`src/rtl/pipe_pkg.sv`:
```
// Shared types for the memory-stage controller: size codes, FSM states and
// the per-stage op records, plus the alignment rule.
package pipe_pkg;

  localparam logic [1:0] SZ_BYTE = 2'b00;
  localparam logic [1:0] SZ_HALF = 2'b01;
  localparam logic [1:0] SZ_WORD = 2'b10;

  typedef enum logic {ST_RUN, ST_MERGE} state_t;

  typedef struct packed {
    logic        valid;
    logic        rmem;
    logic        wmem;
    logic        wreg;
    logic [1:0]  size;
    logic        sign;
    logic [4:0]  rd;
    logic [31:0] addr;
    logic [31:0] data;
  } mop_t;

  typedef struct packed {
    logic        valid;
    logic        rmem;
    logic        wreg;
    logic [1:0]  size;
    logic        sign;
    logic [4:0]  rd;
    logic [1:0]  off;
    logic [31:0] alu;
    logic        err;
  } trk_t;

  // Reserved size 2'b11 is treated as a word.
  function automatic logic misaligned(input logic [1:0] size, input logic [1:0] off);
    logic bad;
    case (size)
      SZ_BYTE: bad = 1'b0;
      SZ_HALF: bad = off[0];
      default: bad = (off != 2'b00);
    endcase
    return bad;
  endfunction

endpackage

```
`src/rtl/pipe_mem_ctrl_if.sv`:
```
// EX-side request, data-memory port and MEM/WB result bundle of the memory stage.
// slave is the controller's view; master is the surrounding pipeline and memory.
interface pipe_mem_ctrl_if;
  logic        ex_valid;
  logic        ex_rmem;
  logic        ex_wmem;
  logic        ex_wreg;
  logic [1:0]  ex_size;
  logic        ex_sign;
  logic [4:0]  ex_rd;
  logic [31:0] ex_addr;
  logic [31:0] ex_data;
  logic        in_ready;
  logic [31:0] mem_addr;
  logic [31:0] mem_din;
  logic        mem_we;
  logic [31:0] mem_dout;
  logic        wb_valid;
  logic        wb_wreg;
  logic [4:0]  wb_rd;
  logic [31:0] wb_data;
  logic        wb_err;

  modport slave (
    input  ex_valid, ex_rmem, ex_wmem, ex_wreg, ex_size, ex_sign, ex_rd, ex_addr, ex_data,
    input  mem_dout,
    output in_ready, mem_addr, mem_din, mem_we,
    output wb_valid, wb_wreg, wb_rd, wb_data, wb_err
  );

  modport master (
    output ex_valid, ex_rmem, ex_wmem, ex_wreg, ex_size, ex_sign, ex_rd, ex_addr, ex_data,
    output mem_dout,
    input  in_ready, mem_addr, mem_din, mem_we,
    input  wb_valid, wb_wreg, wb_rd, wb_data, wb_err
  );
endinterface

```
`src/rtl/byte_lane.sv`:
```
// Combinational byte-lane steering: merges sub-word store data into a memory word
// and extracts/extends sub-word load data, in little (0) or big (1) lane order.
module byte_lane
  import pipe_pkg::*;
#(
  parameter int ENDIAN = 0
) (
  input  logic [31:0] old_word,
  input  logic [31:0] st_data,
  input  logic [1:0]  st_off,
  input  logic [1:0]  st_size,
  output logic [31:0] new_word,
  input  logic [31:0] ld_word,
  input  logic [1:0]  ld_off,
  input  logic [1:0]  ld_size,
  input  logic        ld_sign,
  output logic [31:0] ld_result
);

  // Bit position of the addressed byte/half; halves use only off[1].
  function automatic logic [4:0] lane_shift(input logic [1:0] off, input logic [1:0] size);
    logic [4:0] sh;
    case (size)
      SZ_BYTE: sh = (ENDIAN != 0) ? {~off, 3'b000} : {off, 3'b000};
      SZ_HALF: sh = {((ENDIAN != 0) ? ~off[1] : off[1]), 4'b0000};
      default: sh = 5'd0;
    endcase
    return sh;
  endfunction

  function automatic logic [31:0] merge(input logic [31:0] old_w, input logic [31:0] data,
                                        input logic [1:0] off, input logic [1:0] size);
    logic [31:0] mask;
    logic [4:0]  sh;
    sh = lane_shift(off, size);
    case (size)
      SZ_BYTE: mask = 32'h0000_00FF;
      SZ_HALF: mask = 32'h0000_FFFF;
      default: mask = 32'hFFFF_FFFF;
    endcase
    return (old_w & ~(mask << sh)) | ((data & mask) << sh);
  endfunction

  function automatic logic [31:0] extract(input logic [31:0] w, input logic [1:0] off,
                                          input logic [1:0] size, input logic sign);
    logic [31:0] s;
    logic [31:0] r;
    s = w >> lane_shift(off, size);
    case (size)
      SZ_BYTE: r = {{24{sign & s[7]}}, s[7:0]};
      SZ_HALF: r = {{16{sign & s[15]}}, s[15:0]};
      default: r = w;
    endcase
    return r;
  endfunction

  assign new_word  = merge(old_word, st_data, st_off, st_size);
  assign ld_result = extract(ld_word, ld_off, ld_size, ld_sign);

endmodule

```
`src/rtl/pipe_mem_ctrl.sv`:
```
// Memory-stage controller: M stage drives the memory, T tracks the op, WB is registered
// (latency 2); sub-word stores read-modify-write and drop in_ready for one cycle.
module pipe_mem_ctrl
  import pipe_pkg::*;
#(
  parameter int ENDIAN      = 0,
  parameter int CHECK_ALIGN = 1
) (
  input  logic          clk,
  input  logic          rst,
  pipe_mem_ctrl_if.slave bus
);

  state_t      state;
  mop_t        m;
  trk_t        t;
  logic        m_mis;
  logic        m_sub_store;
  logic        rmw_start;
  logic        accept;
  logic [31:0] merged;
  logic [31:0] loaded;

  assign m_mis       = (CHECK_ALIGN != 0) && (m.rmem || m.wmem) && misaligned(m.size, m.addr[1:0]);
  assign m_sub_store = m.valid && m.wmem && !m_mis && (m.size == SZ_BYTE || m.size == SZ_HALF);
  assign rmw_start   = (state == ST_RUN) && m_sub_store;

  assign bus.in_ready = !rst && !rmw_start;
  assign accept       = bus.ex_valid && bus.in_ready;

  assign bus.mem_addr = {m.addr[31:2], 2'b00};
  assign bus.mem_din  = (state == ST_MERGE) ? merged : m.data;
  // The read half of a read-modify-write issues no write; reset abandons a pending merge.
  assign bus.mem_we   = !rst && m.valid && m.wmem && !m_mis && ((state == ST_MERGE) || !m_sub_store);

  byte_lane #(.ENDIAN(ENDIAN)) u_lane (
    .old_word (bus.mem_dout),
    .st_data  (m.data),
    .st_off   (m.addr[1:0]),
    .st_size  (m.size),
    .new_word (merged),
    .ld_word  (bus.mem_dout),
    .ld_off   (t.off),
    .ld_size  (t.size),
    .ld_sign  (t.sign),
    .ld_result(loaded)
  );

  always_ff @(posedge clk) begin
    if (rst) begin
      state        <= ST_RUN;
      m            <= '0;
      t            <= '0;
      bus.wb_valid <= 1'b0;
      bus.wb_wreg  <= 1'b0;
      bus.wb_rd    <= '0;
      bus.wb_data  <= '0;
      bus.wb_err   <= 1'b0;
    end else begin
      case (state)
        ST_RUN:   if (rmw_start) state <= ST_MERGE;
        ST_MERGE: state <= ST_RUN;
      endcase

      if (accept) begin
        m <= '{valid: 1'b1, rmem: bus.ex_rmem, wmem: bus.ex_wmem, wreg: bus.ex_wreg,
               size: bus.ex_size, sign: bus.ex_sign, rd: bus.ex_rd,
               addr: bus.ex_addr, data: bus.ex_data};
      end else if (!rmw_start) begin
        m.valid <= 1'b0;
      end

      // The RMW op is tracked only once, on its MERGE cycle.
      t <= '{valid: m.valid && !rmw_start, rmem: m.rmem, wreg: m.wreg && !m.wmem,
             size: m.size, sign: m.sign, rd: m.rd, off: m.addr[1:0],
             alu: m.addr, err: m_mis};

      bus.wb_valid <= t.valid;
      bus.wb_wreg  <= t.valid && t.wreg && !t.err;
      bus.wb_rd    <= t.valid ? t.rd : 5'd0;
      bus.wb_err   <= t.valid && t.err;
      bus.wb_data  <= (!t.valid || t.err) ? 32'd0 : (t.rmem ? loaded : t.alu);
    end
  end

endmodule

```
`src/flat_wrapper.sv`:
```
// flat-port wrapper written by rule: the top's interface ports become plain ports
module pipe_mem_ctrl_flat import pipe_pkg::*;
#(
  parameter int ENDIAN      = 0,
  parameter int CHECK_ALIGN = 1
)
  (clk, rst, bus_ex_valid, bus_ex_rmem, bus_ex_wmem, bus_ex_wreg, bus_ex_size, bus_ex_sign, bus_ex_rd, bus_ex_addr, bus_ex_data, bus_mem_dout, bus_in_ready, bus_mem_addr, bus_mem_din, bus_mem_we, bus_wb_valid, bus_wb_wreg, bus_wb_rd, bus_wb_data, bus_wb_err);
  pipe_mem_ctrl_if bus_i ();
  input  logic clk;
  input  logic rst;
  input wire logic [$bits(bus_i.ex_valid)-1:0] bus_ex_valid;
  input wire logic [$bits(bus_i.ex_rmem)-1:0] bus_ex_rmem;
  input wire logic [$bits(bus_i.ex_wmem)-1:0] bus_ex_wmem;
  input wire logic [$bits(bus_i.ex_wreg)-1:0] bus_ex_wreg;
  input wire logic [$bits(bus_i.ex_size)-1:0] bus_ex_size;
  input wire logic [$bits(bus_i.ex_sign)-1:0] bus_ex_sign;
  input wire logic [$bits(bus_i.ex_rd)-1:0] bus_ex_rd;
  input wire logic [$bits(bus_i.ex_addr)-1:0] bus_ex_addr;
  input wire logic [$bits(bus_i.ex_data)-1:0] bus_ex_data;
  input wire logic [$bits(bus_i.mem_dout)-1:0] bus_mem_dout;
  output wire logic [$bits(bus_i.in_ready)-1:0] bus_in_ready;
  output wire logic [$bits(bus_i.mem_addr)-1:0] bus_mem_addr;
  output wire logic [$bits(bus_i.mem_din)-1:0] bus_mem_din;
  output wire logic [$bits(bus_i.mem_we)-1:0] bus_mem_we;
  output wire logic [$bits(bus_i.wb_valid)-1:0] bus_wb_valid;
  output wire logic [$bits(bus_i.wb_wreg)-1:0] bus_wb_wreg;
  output wire logic [$bits(bus_i.wb_rd)-1:0] bus_wb_rd;
  output wire logic [$bits(bus_i.wb_data)-1:0] bus_wb_data;
  output wire logic [$bits(bus_i.wb_err)-1:0] bus_wb_err;
  assign bus_i.ex_valid = bus_ex_valid;
  assign bus_i.ex_rmem = bus_ex_rmem;
  assign bus_i.ex_wmem = bus_ex_wmem;
  assign bus_i.ex_wreg = bus_ex_wreg;
  assign bus_i.ex_size = bus_ex_size;
  assign bus_i.ex_sign = bus_ex_sign;
  assign bus_i.ex_rd = bus_ex_rd;
  assign bus_i.ex_addr = bus_ex_addr;
  assign bus_i.ex_data = bus_ex_data;
  assign bus_i.mem_dout = bus_mem_dout;
  assign bus_in_ready = bus_i.in_ready;
  assign bus_mem_addr = bus_i.mem_addr;
  assign bus_mem_din = bus_i.mem_din;
  assign bus_mem_we = bus_i.mem_we;
  assign bus_wb_valid = bus_i.wb_valid;
  assign bus_wb_wreg = bus_i.wb_wreg;
  assign bus_wb_rd = bus_i.wb_rd;
  assign bus_wb_data = bus_i.wb_data;
  assign bus_wb_err = bus_i.wb_err;
  pipe_mem_ctrl #(.ENDIAN(ENDIAN), .CHECK_ALIGN(CHECK_ALIGN)) u_core (.clk(clk), .rst(rst), .bus(bus_i));
endmodule
```
`config.mk`:
```
export PLATFORM = sky130hd
export DESIGN_NAME = pipe_mem_ctrl_flat
export DESIGN_NICKNAME = d
export VERILOG_FILES = /design/src/rtl/pipe_pkg.sv /design/src/rtl/pipe_mem_ctrl_if.sv /design/src/rtl/byte_lane.sv /design/src/rtl/pipe_mem_ctrl.sv /design/src/flat_wrapper.sv
export SDC_FILE = /design/constraint.sdc
export NUM_CORES = 1
export LEC_CHECK = 0
export ABC_CLOCK_PERIOD_IN_PS = 4550
export CORE_ASPECT_RATIO = 1.2
export CORE_MARGIN = 1.5
export CORE_UTILIZATION = 40
export DETAILED_ROUTE_END_ITERATION = 8
export GPL_TIMING_DRIVEN = 0
export PLACE_DENSITY_LB_ADDON = 0.12
export SYNTH_ARGS = -nofsm -noshare
export SYNTH_HDL_FRONTEND = slang
export SYNTH_SLANG_ARGS = --single-unit
```
`constraint.sdc`:
```
create_clock -name clk -period 4.55 [get_ports clk]
set_input_delay 1.365 -clock clk [delete_from_list [all_inputs] [get_ports clk]]
set_output_delay 1.365 -clock clk [all_outputs]
set_load 0.01 [all_outputs]
```
; ---- Yosys cells after proc, flatten, opt, wreduce, memory -nomap -nowiden
; Cells that the tools add are included.
[totals]
n_memories = 0
ff_bits = 163
romBits = 0
output_inout_bits = 106
wordCells = 81
inputBits = 110
latch_bits = 0
ram_bits = 0
[classes]
mul = 0
add_sub_neg = 0
n_lt_le_gt_ge = 0
reduce_logical = 32
shift = 3
div = 0
muxes = 11
eq_ne = 3
bitwise = 8
[ops]
columns = cell, n
row1 = $pmux 32 s2, 2
row2 = $and 32x32->32, 2
row3 = $mux 32, 2
row4 = $shl 32x5->32, 2
row5 = $not 32->32, 1
row6 = $or 32x32->32, 1
row7 = $shr 32x5->16, 1
row8 = $pmux 5 s2, 2
row9 = $logic_and 1x1->1, 16
row10 = $logic_not 1->1, 7
row11 = $eq 2x1->1 const B, 2
row12 = $logic_not 2->1, 2
row13 = $logic_or 1x1->1, 4
row14 = $pmux 1 s2, 2
row15 = $reduce_or 2->1, 2
row16 = $mux 1, 3
row17 = $and 1x1->1, 2
row18 = $ne 2x2->1 const B, 1
row19 = $not 1->1, 2
row20 = $reduce_bool 2->1, 1

; ---- Longest topological paths before layout
[depth]
word_depth = 11
ltp_mapped = 6
mapped_depth_nobuf = 4

; ---- Cells and area by module
; Synthesis repeated with hierarchy kept, for this count alone.
[unflattened]
cells_unflattened = 898
area_unflattened_um2 = 8693.3
[modules_own_cells]
columns = mod, cells_per_inst, instances, area_each_um2, seq_area_each_um2
row1 = pipe_mem_ctrl, 683, 1, 7233.2, 3223.1
row2 = byte_lane, 215, 1, 1460.2, 0.0

; ---- Least setup slack after synthesis
; OpenSTA, ideal clock, no wires.
[synth_path]
path_kind = input to output
startpoint = in rst
endpoint = out bus_mem_we
required_ns = 3.185
n_path_buf = 0
cell_stages = 2
slack_ns = 1.350
arrival_ns = 1.835
path_cell_list = nor2b_1 and3b_1
[synth_via]
elab_chain_cells = 5
[synth_rtl]
columns = element, line
row1 = from (decl), flat_wrapper.sv:10  ; input logic rst;
row2 = $logic_not 1->1, pipe_mem_ctrl.sv:34  ; assign bus.mem_we = !rst && m.valid && m.wmem && !m_mis && ((state == ST_MERGE) || !m_sub_store);
row3 = $logic_and 1x1->1 (4 in series), pipe_mem_ctrl.sv:34
row4 = to (decl), flat_wrapper.sv:24  ; output wire logic [$bits(bus_i.mem_we)-1:0] bus_mem_we;
; Every way passes these cells.

; ---- Worst setup path in the final report
[layout_path]
startpoint = in bus_mem_dout[14]
endpoint = out bus_mem_din[14]
[layout_via]
elab_chain_cells = 3
[layout_rtl]
columns = element, line
row1 = from (decl), flat_wrapper.sv:20  ; input wire logic [$bits(bus_i.mem_dout)-1:0] bus_mem_dout;
row2 = $and 32x32->32, byte_lane.sv:41  ; return (old_w & ~(mask << sh)) | ((data & mask) << sh);
row3 = $or 32x32->32, byte_lane.sv:41
row4 = $mux 32, pipe_mem_ctrl.sv:32  ; assign bus.mem_din = (state == ST_MERGE) ? merged : m.data;
row5 = to (decl), flat_wrapper.sv:23  ; output wire logic [$bits(bus_i.mem_din)-1:0] bus_mem_din;
; Every way passes these cells.

==> impl_results.md <==
* Worst Hold Depth at 1
* Iteration-0 DRC count of the detailed router at roughly 380
* Worst slew margin at about a fifth
* Worst-Skew Late Latency at ~0.43 ns
* Share of the synthesized area in the top cell type at around 47%
* Final Hold Vio Count at 0
* Die H at 147 um
* Dpl ws at 0.213 ns
* Initial antenna violation count at 0
* DRC at 0
* Post-route setup slack at 0.186 ns
* Fillers at approximately 1600
* Register area at 3220 um2
* Syn Area/Cell at 8.34 um2
* CTS clk-pin slew, worst paths at 0.06 ns
* Site Rows at 52
* Share of power burned in registers at 45.2%
* Req. time, crit path at ~3.2 ns
* Top post-synthesis cells by area: dfxtp_1 47%, nand2_1 12%, a21oi_1 5.5%
* CTS Root Buffer Type: clkbuf_16
* Starting Density at 40.8%
* # Post-CTS Setup Buffers at 0
* Worst R2R Path Depth at 6
* Area Growth Syn to Fin at 43.2%
* Synth Instances at 825
* Die span in x at between 100 and 150 um
* Slew Viols, Final at 0
* Final setup viols at 0
* Total number of vias at 6479
* Non-Filler Instances at about 1300
* First-pass GRT wire length at about 35 mm
* I/O Pins at 216
* Port Buf Inserts at 213
* Count of warnings emitted by yosys at 0
* Maxcap violations at 0
* RD Place Congestion at 0.937
* Die area at 18000 um2
* H-Tree Depth at 4
* Worst-path fanout max at 4
* Minimum clock period at 4.36 ns
* Logic pwr share at 14.5%
* Num Clock Sinks at 161
* GRT overflow at 0
* Placed Cells at 1255
* Power share of the clock group at 40.3%
* Mapped cell area at 6880 um2
* Vias/cell at 5.03
* Worst reg2reg startpoint: u_core.state$_SDFF_PP0_
* Detailed Place HPWL at 17.5 mm
* Core Box Area at 16900 um2
* Final TNS setup at 0 ns
* CP endpoint kind: output pin
* Reg-to-Reg End: u_core.m[70]$_SDFFE_PP0P_
* Multi-input logic area at between 3000 and 4000 um2
* RSZ-0062 raised after global routing: false
* Register bit total from synthesis at 161
* Worst Hold Class: flop to flop
* Commonest cells after routing, fill and taps aside: 213 x clkdlybuf4s50_1, 212 x nand2_1, 161 x dfxtp_1
* Status: completed
* Final nets at 1168
* Period utilisation layout at 95.9%
* Detailed Route WL at 22.9 mm
* Sw frac at approximately a quarter
* Crit path DAT at about 3.0 ns
* Post-CTS Hold Fix Bufs at 0
* Int Pwr at 2470 uW
* Yosys cell types at between 40 and 50
* Number of global-route vias before repair at 6270
* Number of iterations in the first detailed-routing pass at 5
* Antenna cells at 0
* CTS tree: built
* Final clock skew at 0.00829 ns
* Seq/Total Area, Yosys at 46.8%
* Detail Route Antenna Nets at 0
* Switch Pwr at 865 uW
* CP Launch Type: primary input
* R2r setup slk at 2.32 ns
* Pleak at 0.00376 uW
* Largest net degree at the start of global routing at 17
* Hold_sp: u_core.t[39]$_SDFF_PP0_
* All-Layer GR Usage at about a quarter
* Layout cell share with drive strength beyond 1 at about a tenth
* P per Cell Area at 339 nW/um2
* Hold endpoint: u_core.bus.wb_rd[4]$_SDFF_PP0_
* Commonest non-fill, non-tap cell in the layout: clkdlybuf4s50_1
* Kind of critical path: primary input to output pin
* Inserted Clock Buffers at 17
* CTS resizes at 0
* DR WL/cell at 17.8 um
* Peak VDD IR at 0.244 mV
* Leading area contributor after synthesis: dfxtp_1
* Fmax at 229 MHz
* Slew @ Worst Pin at 1.20 ns
* Clock Path Buffers at 2
power groups by stage:
stage | logic, uW | registers [uW] | clock network (uW)
floorplan | 236 | 1520 | 0
global placement | 480 | 1540 | 0
detailed placement | 481 | 1540 | 0
CTS | 484 | 1510 | 1370
global route | 522 | 1510 | 1420
finish | 483 | 1510 | 1350
how the worst max path moves through the flow:
stage	startpoint	endpoint	slack, ns	depth (start not counted)
finish	bus_mem_dout[14]	bus_mem_din[14]	0.19	5
global route	u_core.m[70]$_SDFFE_PP0P_	bus_mem_din[8]	0.15	6
CTS	bus_mem_dout[14]	bus_mem_din[14]	0.21	5
detailed placement	bus_mem_dout[14]	bus_mem_din[14]	0.21	5
global placement	bus_mem_dout[14]	bus_mem_din[14]	0.21	5
floorplan	rst	bus_mem_we	1.35	2
critical path, stage by stage:
cell	delay, ns
clkdlybuf4s50_1	0.63
a22o_1	0.19
a22oi_1	0.07
o21ai_1	0.18
clkdlybuf4s50_1	0.57
registers in the layout, summed over array words and instances (netlist names):
signal / cells
u_core.bus.wb_wreg: 1
u_core.m: 46
u_core.bus.wb_err: 1
u_core.state: 1
u_core.t: 44
u_core.bus.wb_data: 32
u_core.bus.mem_addr: 30
u_core.bus.wb_rd: 5
u_core.bus.wb_valid: 1
metal layers:
| layer | vias up | global-route usage (%) | wire length (um) |
|---|---|---|---|
| li1 | 3220 | - | - |
| met1 | 2984 | 32.7 | 10000 |
| met2 | 244 | 42.4 | 10900 |
| met3 | 31 | 5.00 | 1450 |
| met4 | 0 | 9.59 | 510 |
| met5 | - | 0 | 0 |
stage by stage:
step | util, % | total power [uW] | area, um2 | hold slack, ns
finish | 58.5 | 3340 | 9850 | 0.425
global route | 58.5 | 3460 | 9850 | 0.437
CTS | 58.5 | 3360 | 9850 | 0.429
detailed placement | 55.1 | 2020 | 9290 | 0.414
global placement | 55.1 | 2020 | 9290 | 0.408
floorplan | - | 1760 | 6890 | 0.406
Yosys cell counts (all sizes together):
master,count
a22oi,8
conb,1
o221ai,4
nand2b,6
nand2,213
a31oi,23
mux2,14
o21ai,53
inv,9
o41ai,2
o21a,5
a21boi,3
mux2i,11
or4,1
nor3,5
clkbuf,34
a22o,24
nor2b,48
and2b,1
a21oi,89
o31ai,5
nand3b,5
a2bb2oi,2
buf,57
and3b,1
nor4bb,2
dfxtp,161
a211oi,1
and3,1
o41a,1
mux4,1
nand3,2
nor2,20
o22a,1
and2,9
nor3b,2
kinds of logic after synthesis:
group / count (synthesis) / share of synthesized area (%)
AO/OA/AOI/OAI: 221 / 20.3
buffers and inverters: 100 / 8.11
flip-flops: 161 / 46.8
multiplexers: 26 / 4.22
other: 1 / 0.0545
AND/OR/NAND/NOR: 316 / 20.5
layout make-up:
type | count | area share, %
sequential | 161 | 32.7
multi-input combinational | 565 | 31.5
buffer | 91 | 5.32
clock inverter | 12 | 1.00
clock buffer | 20 | 4.74
timing repair buffer | 213 | 21.6
inverter | 9 | 0.343
tap | 216 | 2.74
Note: power is estimated with default switching activity, not from simulation.
